### config.mk
export PLATFORM = sky130hd
export DESIGN_NAME = dmem_responder
export DESIGN_NICKNAME = d
export VERILOG_FILES = /design/src/rtl/dmem_responder.sv
export SDC_FILE = /design/constraint.sdc
export NUM_CORES = 2
export LEC_CHECK = 0
export CAP_MARGIN = 25
export CORE_AREA = 2 2 336 504
export CTS_CLUSTER_DIAMETER = 30
export DETAILED_ROUTE_END_ITERATION = 8
export DIE_AREA = 0 0 338 506
export PLACE_DENSITY = 0.77
export SLEW_MARGIN = 20
export SYNTH_ARGS = -nofsm -noshare
export SYNTH_HDL_FRONTEND = slang
export SYNTH_SLANG_ARGS = --single-unit
### constraint.sdc
create_clock -name clk -period 5.7 [get_ports clk]
set_input_delay 1.14 -clock clk [delete_from_list [all_inputs] [get_ports clk]]
set_output_delay 1.14 -clock clk [all_outputs]
set_load 0.03 [all_outputs]
### src/rtl/dmem_responder.sv
// Data-memory responder: services Memory-stage loads/stores against an internal
// word RAM after a fixed number of wait states, with a registered response.
module dmem_responder #(
  parameter int DEPTH_WORDS = 64,
  parameter int WAIT_CYCLES = 2
) (
  input  logic        clk,
  input  logic        reset,
  input  logic        ReqM,
  input  logic        MemWriteM,
  input  logic        MByteM,
  input  logic [31:0] ALUOutM,
  input  logic [31:0] WriteDataM,
  output logic [31:0] ReadData,
  output logic        MemReady,
  output logic        MemErr,
  output logic        MemStall
);

  localparam int AW = $clog2(DEPTH_WORDS);

  typedef enum logic [1:0] {IDLE, WAIT, DONE} state_t;

  state_t        state_q, state_d;
  logic [3:0]    cnt_q, cnt_d;
  logic [31:0]   rdata_q, rdata_d;
  logic          ready_q, ready_d;
  logic          err_q, err_d;

  logic [AW+1:0] addr_q;
  logic [31:0]   wdata_q;
  logic          we_q;
  logic          byte_q;

  logic [31:0]   mem [DEPTH_WORDS];

  logic [AW-1:0] idx;
  logic [1:0]    lane;
  logic          mis;
  logic          acc;
  logic [31:0]   rd_word;
  logic          unused_addr;

  function automatic logic [7:0] lane_sel(input logic [31:0] w, input logic [1:0] l);
    return w[{l, 3'b000} +: 8];
  endfunction

  function automatic logic [31:0] merge_byte(input logic [31:0] w, input logic [7:0] b,
                                             input logic [1:0] l);
    logic [31:0] r;
    r = w;
    r[{l, 3'b000} +: 8] = b;
    return r;
  endfunction

  // Address bits above the RAM span are deliberately dropped so accesses wrap.
  assign unused_addr = ^ALUOutM[31:AW+2];

  assign idx     = addr_q[AW+1:2];
  assign lane    = addr_q[1:0];
  assign mis     = !byte_q && (addr_q[1:0] != 2'b00);
  assign acc     = (state_q == WAIT) && (cnt_q == 4'd0);
  assign rd_word = mem[idx];

  always_ff @(posedge clk) begin
    if (state_q == IDLE && ReqM) begin
      addr_q  <= ALUOutM[AW+1:0];
      wdata_q <= WriteDataM;
      we_q    <= MemWriteM;
      byte_q  <= MByteM;
    end
  end

  // Misaligned stores are suppressed; byte stores read-modify-write one lane.
  always_ff @(posedge clk) begin
    if (acc && we_q && !mis) begin
      mem[idx] <= byte_q ? merge_byte(rd_word, wdata_q[7:0], lane) : wdata_q;
    end
  end

  always_comb begin
    state_d = state_q;
    cnt_d   = cnt_q;
    rdata_d = rdata_q;
    ready_d = 1'b0;
    err_d   = 1'b0;
    case (state_q)
      IDLE: begin
        if (ReqM) begin
          state_d = WAIT;
          cnt_d   = 4'(WAIT_CYCLES);
        end
      end
      WAIT: begin
        if (cnt_q != 4'd0) begin
          cnt_d = cnt_q - 4'd1;
        end else begin
          state_d = DONE;
          ready_d = 1'b1;
          err_d   = mis;
          if (!we_q) begin
            if (mis)         rdata_d = 32'd0;
            else if (byte_q) rdata_d = {24'd0, lane_sel(rd_word, lane)};
            else             rdata_d = rd_word;
          end
        end
      end
      DONE:    state_d = IDLE;
      default: state_d = IDLE;
    endcase
  end

  always_ff @(posedge clk or posedge reset) begin
    if (reset) begin
      state_q <= IDLE;
      cnt_q   <= 4'd0;
      rdata_q <= 32'd0;
      ready_q <= 1'b0;
      err_q   <= 1'b0;
    end else begin
      state_q <= state_d;
      cnt_q   <= cnt_d;
      rdata_q <= rdata_d;
      ready_q <= ready_d;
      err_q   <= err_d;
    end
  end

  assign ReadData = rdata_q;
  assign MemReady = ready_q;
  assign MemErr   = err_q;
  assign MemStall = ((state_q == IDLE) && ReqM) || (state_q == WAIT);

endmodule

==> flow_summary.ini <==
[critical_path]
r2r_slack_ns = 0.95
cp-end-kind = flop
path_class = reg2reg
crit_path_end = mem[1][27]
crit_path_max_fanout = 64
crit_arrival_ns = 5.35
cp_cell_sequence = buf_12 -> buf_4 -> nor4b_1 -> buf_4 -> nand2_1 -> o311ai_0 -> nor3_1 -> buf_4 -> nand2_1 -> a22oi_1 -> a21oi_4 -> buf_4
reg2reg_to = mem[1][27]
crit_slowest_cell = dfxtp_4
max_stage_delay_ns = 0.86
reg2reg_depth = 12
startpoint_type = flop
cp_common_cell = buf_4
critPathRequiredTime_ns = 6.31

[drt]
wire_per_inst_microns = 38.79
viasPerCell = 6.757
drtAntennaViolNets = 0
drc = 0
finalWirelength_microns = 261600
vias = 45560
firstDrtPassIters = 6
drtIter0Drc = 7720

[finish]
final_nets = 4364
multi_input_comb_area_sq_um = 18220
area_delta_synth_final_pct = 18.33
layout-drive-gt1-share_pct = 29.41
final_core_util_pct = 58.63
fillers = 11090
postLayoutCellArea_sq_um = 97870
regArea_sq_um = 63900

[sta]
fin_tns_setup_ns = 0
slew_headroom_pct = 16.68
period_share_pct = 83.29
fmax_mhz = 210.6
final_hold_viol_count = 0
slew_violations = 0
min_period_ns = 4.748
grt_setup_unrepaired = no
clock_skew_ns = 0.06678
worst_pin_slew_ns = 1.230
finalSetupViolCount = 0
fin_hold_ws_ns = 0.4946
setup_slack_ns = 0.9523

[cts]
clock_sinks = 2136
numCtsBuffers = 290
worstSkewPairLatency_ns = 0.95
cts_setup_buffers = 0
cts_tree = built
path_clk_slew_ns = 0.06
cts.repair.resized = 0
cts_max_level = 5
cts_hold_buf = 0
cts_root_buf = clkbuf_16
cts.path.max_buffers = 4

[floorplan]
rows = 184
die_y_microns = 506
fp.dieW_microns = 338
ioPinCount = 104
dieArea_sq_um = 171000
core_sq_um = 166900
initial_utilization_pct = 49.55

[logic_synthesis]
syn_nets = 3947
async_flop_share_pct = 1.873
synthCells = 3872
yosysWarnings = 0
ys_seq_area_share_pct = 77.24
ys_ff_latch = 2136
synth_cell_type_count = 80
synth_area_sq_um = 82700
synth_ff_type = edfxtp_1
synth-edff-count = 2090
synth.avg_cell_area_sq_um = 21.36

[power]
vdd_ir_drop_max_mv = 0.3156
pwr_density_cell_nw_per_um2 = 503.8
leakagePower_nw = 31.41

[placed_design]
dp_slack_ns = 1.064
io_buffers = 79
place_congestion = 1.024
place.detailed.hpwl_microns = 149400
post_dp_cell_area_sq_um = 88250

[global_route]
grt-ovfl-total = 0
grt_start_max_net_pins = 70
grt_pass1_wl_microns = 361500
grt_pass1_vias = 46510
antenna_found_initial = 10
track_usage_pct = 30.92

[worst_hold_path]
hold_class = reg2reg
holdPathStages = 2

[outcome]
status = complete, no violations

[flow_run]
drv_cap = 0
-- final cells by class --
cell class                 instances  share of cell area (%)
multi-input combinational       1512                   18.62
inverter                          18                 0.06904
sequential                      2136                   65.29
clock buffer                     321                   7.675
antenna                            6                 0.01534
clock inverter                   187                   2.053
timing repair buffer             331                   3.421
tap                             2232                   2.854
-- cells in the mapped netlist (5+ instances only) --
library cell,instances,share of area (%)
a211oi_1,15,0.14
a21oi_1,71,0.43
a221oi_1,12,0.13
a22o_1,27,0.29
a22oi_1,68,0.62
a2bb2oi_1,6,0.064
a31oi_1,16,0.12
a32o_1,5,0.061
a32oi_1,7,0.074
and2_1,10,0.076
and3_1,11,0.083
buf_1,10,0.045
buf_2,65,0.39
buf_4,37,0.34
buf_6,28,0.38
buf_8,6,0.11
clkbuf_1,57,0.26
dfrtp_1,40,1.2
dfxtp_1,6,0.15
edfxtp_1,2090,76
ha_1,6,0.091
inv_1,16,0.073
mux2_2,12,0.16
mux2i_1,151,1.8
mux4_2,476,13
nand2_1,146,0.66
nand2b_1,14,0.11
nand3_1,34,0.21
nand3b_1,9,0.082
nand4_1,11,0.083
nor2_1,145,0.66
nor2b_1,19,0.14
nor3_1,31,0.19
nor3b_1,5,0.045
nor4_1,13,0.098
o211ai_1,6,0.054
o21ai_0,44,0.27
o221ai_1,21,0.22
o22ai_1,37,0.28
o31ai_1,7,0.064
or3_1,5,0.038
or3b_2,6,0.064
-- critical path: cells and delay by family (launching register included) --
kind            cells  cell delay (ns)
flops               1             0.86
buf+inv             5             1.83
simple gates        4             0.94
compound gates      3             0.65
-- routing by layer --
layer / vias to the layer above / wire (microns) / track usage, %
li1: 17200 / - / -
met1: 23200 / 81820 / 37.37
met2: 4152 / 123000 / 47.65
met3: 1003 / 33520 / 8.566
met4: 14 / 23060 / 22.82
met5: - / 184 / 0.3972
-- cell usage in the layout, fill, tap and decap left out, drive strengths merged, types with 7 or more instances in the layout --
cell and n:
a211oi 16, a21oi 71, a221oi 12, a22o 27
a22oi 68, a31oi 16, a32oi 7, and2 11
and3 11, buf 252, bufinv 22, clkbuf 321
clkdlybuf4s50 79, clkinv 83, clkinvlp 30, dfrtp 40
edfxtp 2090, inv 70, mux2 12, mux2i 151
mux4 476, nand2 146, nand2b 14, nand3 34
nand3b 9, nand4 11, nor2 146, nor2b 19
nor3 31, nor4 14, o21ai 45, o221ai 21
o22ai 37, o31ai 7
-- worst min path at each step --
stage	from	end	slack, ns
after floorplan	addr_q[2]	flop	0.52
after global placement	ReadData[2]	ReadData[2]	0.49
after detailed placement	ReadData[2]	ReadData[2]	0.49
after CTS	ReadData[2]	ReadData[2]	0.50
after global routing	ReadData[2]	ReadData[2]	0.52
final	ReadData[2]	ReadData[2]	0.49
-- metrics by stage --
step / instances / total power, mW
finish: 6743 / 49.31
global route: 6738 / 50.09
CTS: 6733 / 48.94
detailed placement: 6225 / 31.24
global placement: 6225 / 30.98
floorplan: 3872 / 26.38
-- cell families (layout without fill, tap and decap cells) --
| kind of cell | Yosys count | count (layout) | synth area share [%] |
|---|---|---|---|
| flip-flops | 2136 | 2136 | 77.24 |
| multiplexers | 639 | 639 | 14.95 |
| AND/OR/NAND/NOR | 482 | 482 | 2.770 |
| AO/OA/AOI/OAI | 383 | 383 | 3.244 |
| buffers and inverters | 224 | 857 | 1.678 |
| adder cells (fa/ha/maj) | 6 | 6 | 0.09077 |
| XOR/XNOR | 2 | 2 | 0.02118 |
| other | 0 | 6 | 0 |
-- where the power goes --
part	internal (mW)	total (mW)	switching, mW
Clock	10.7	17.8	7.12
Sequential	19.4	19.8	0.413
Combinational	3.84	11.7	7.82
Total	33.9	49.3	15.4
-- sequential cells by signal, indices dropped and copies added (netlist names), named ones only --
register	flops
addr_q	8
mem	2048
we_q	1
ReadData	32
MemErr	1
byte_q	1
wdata_q	32
cnt_q	4
MemReady	1
state_q	2
(Power assumes the default switching activity.)
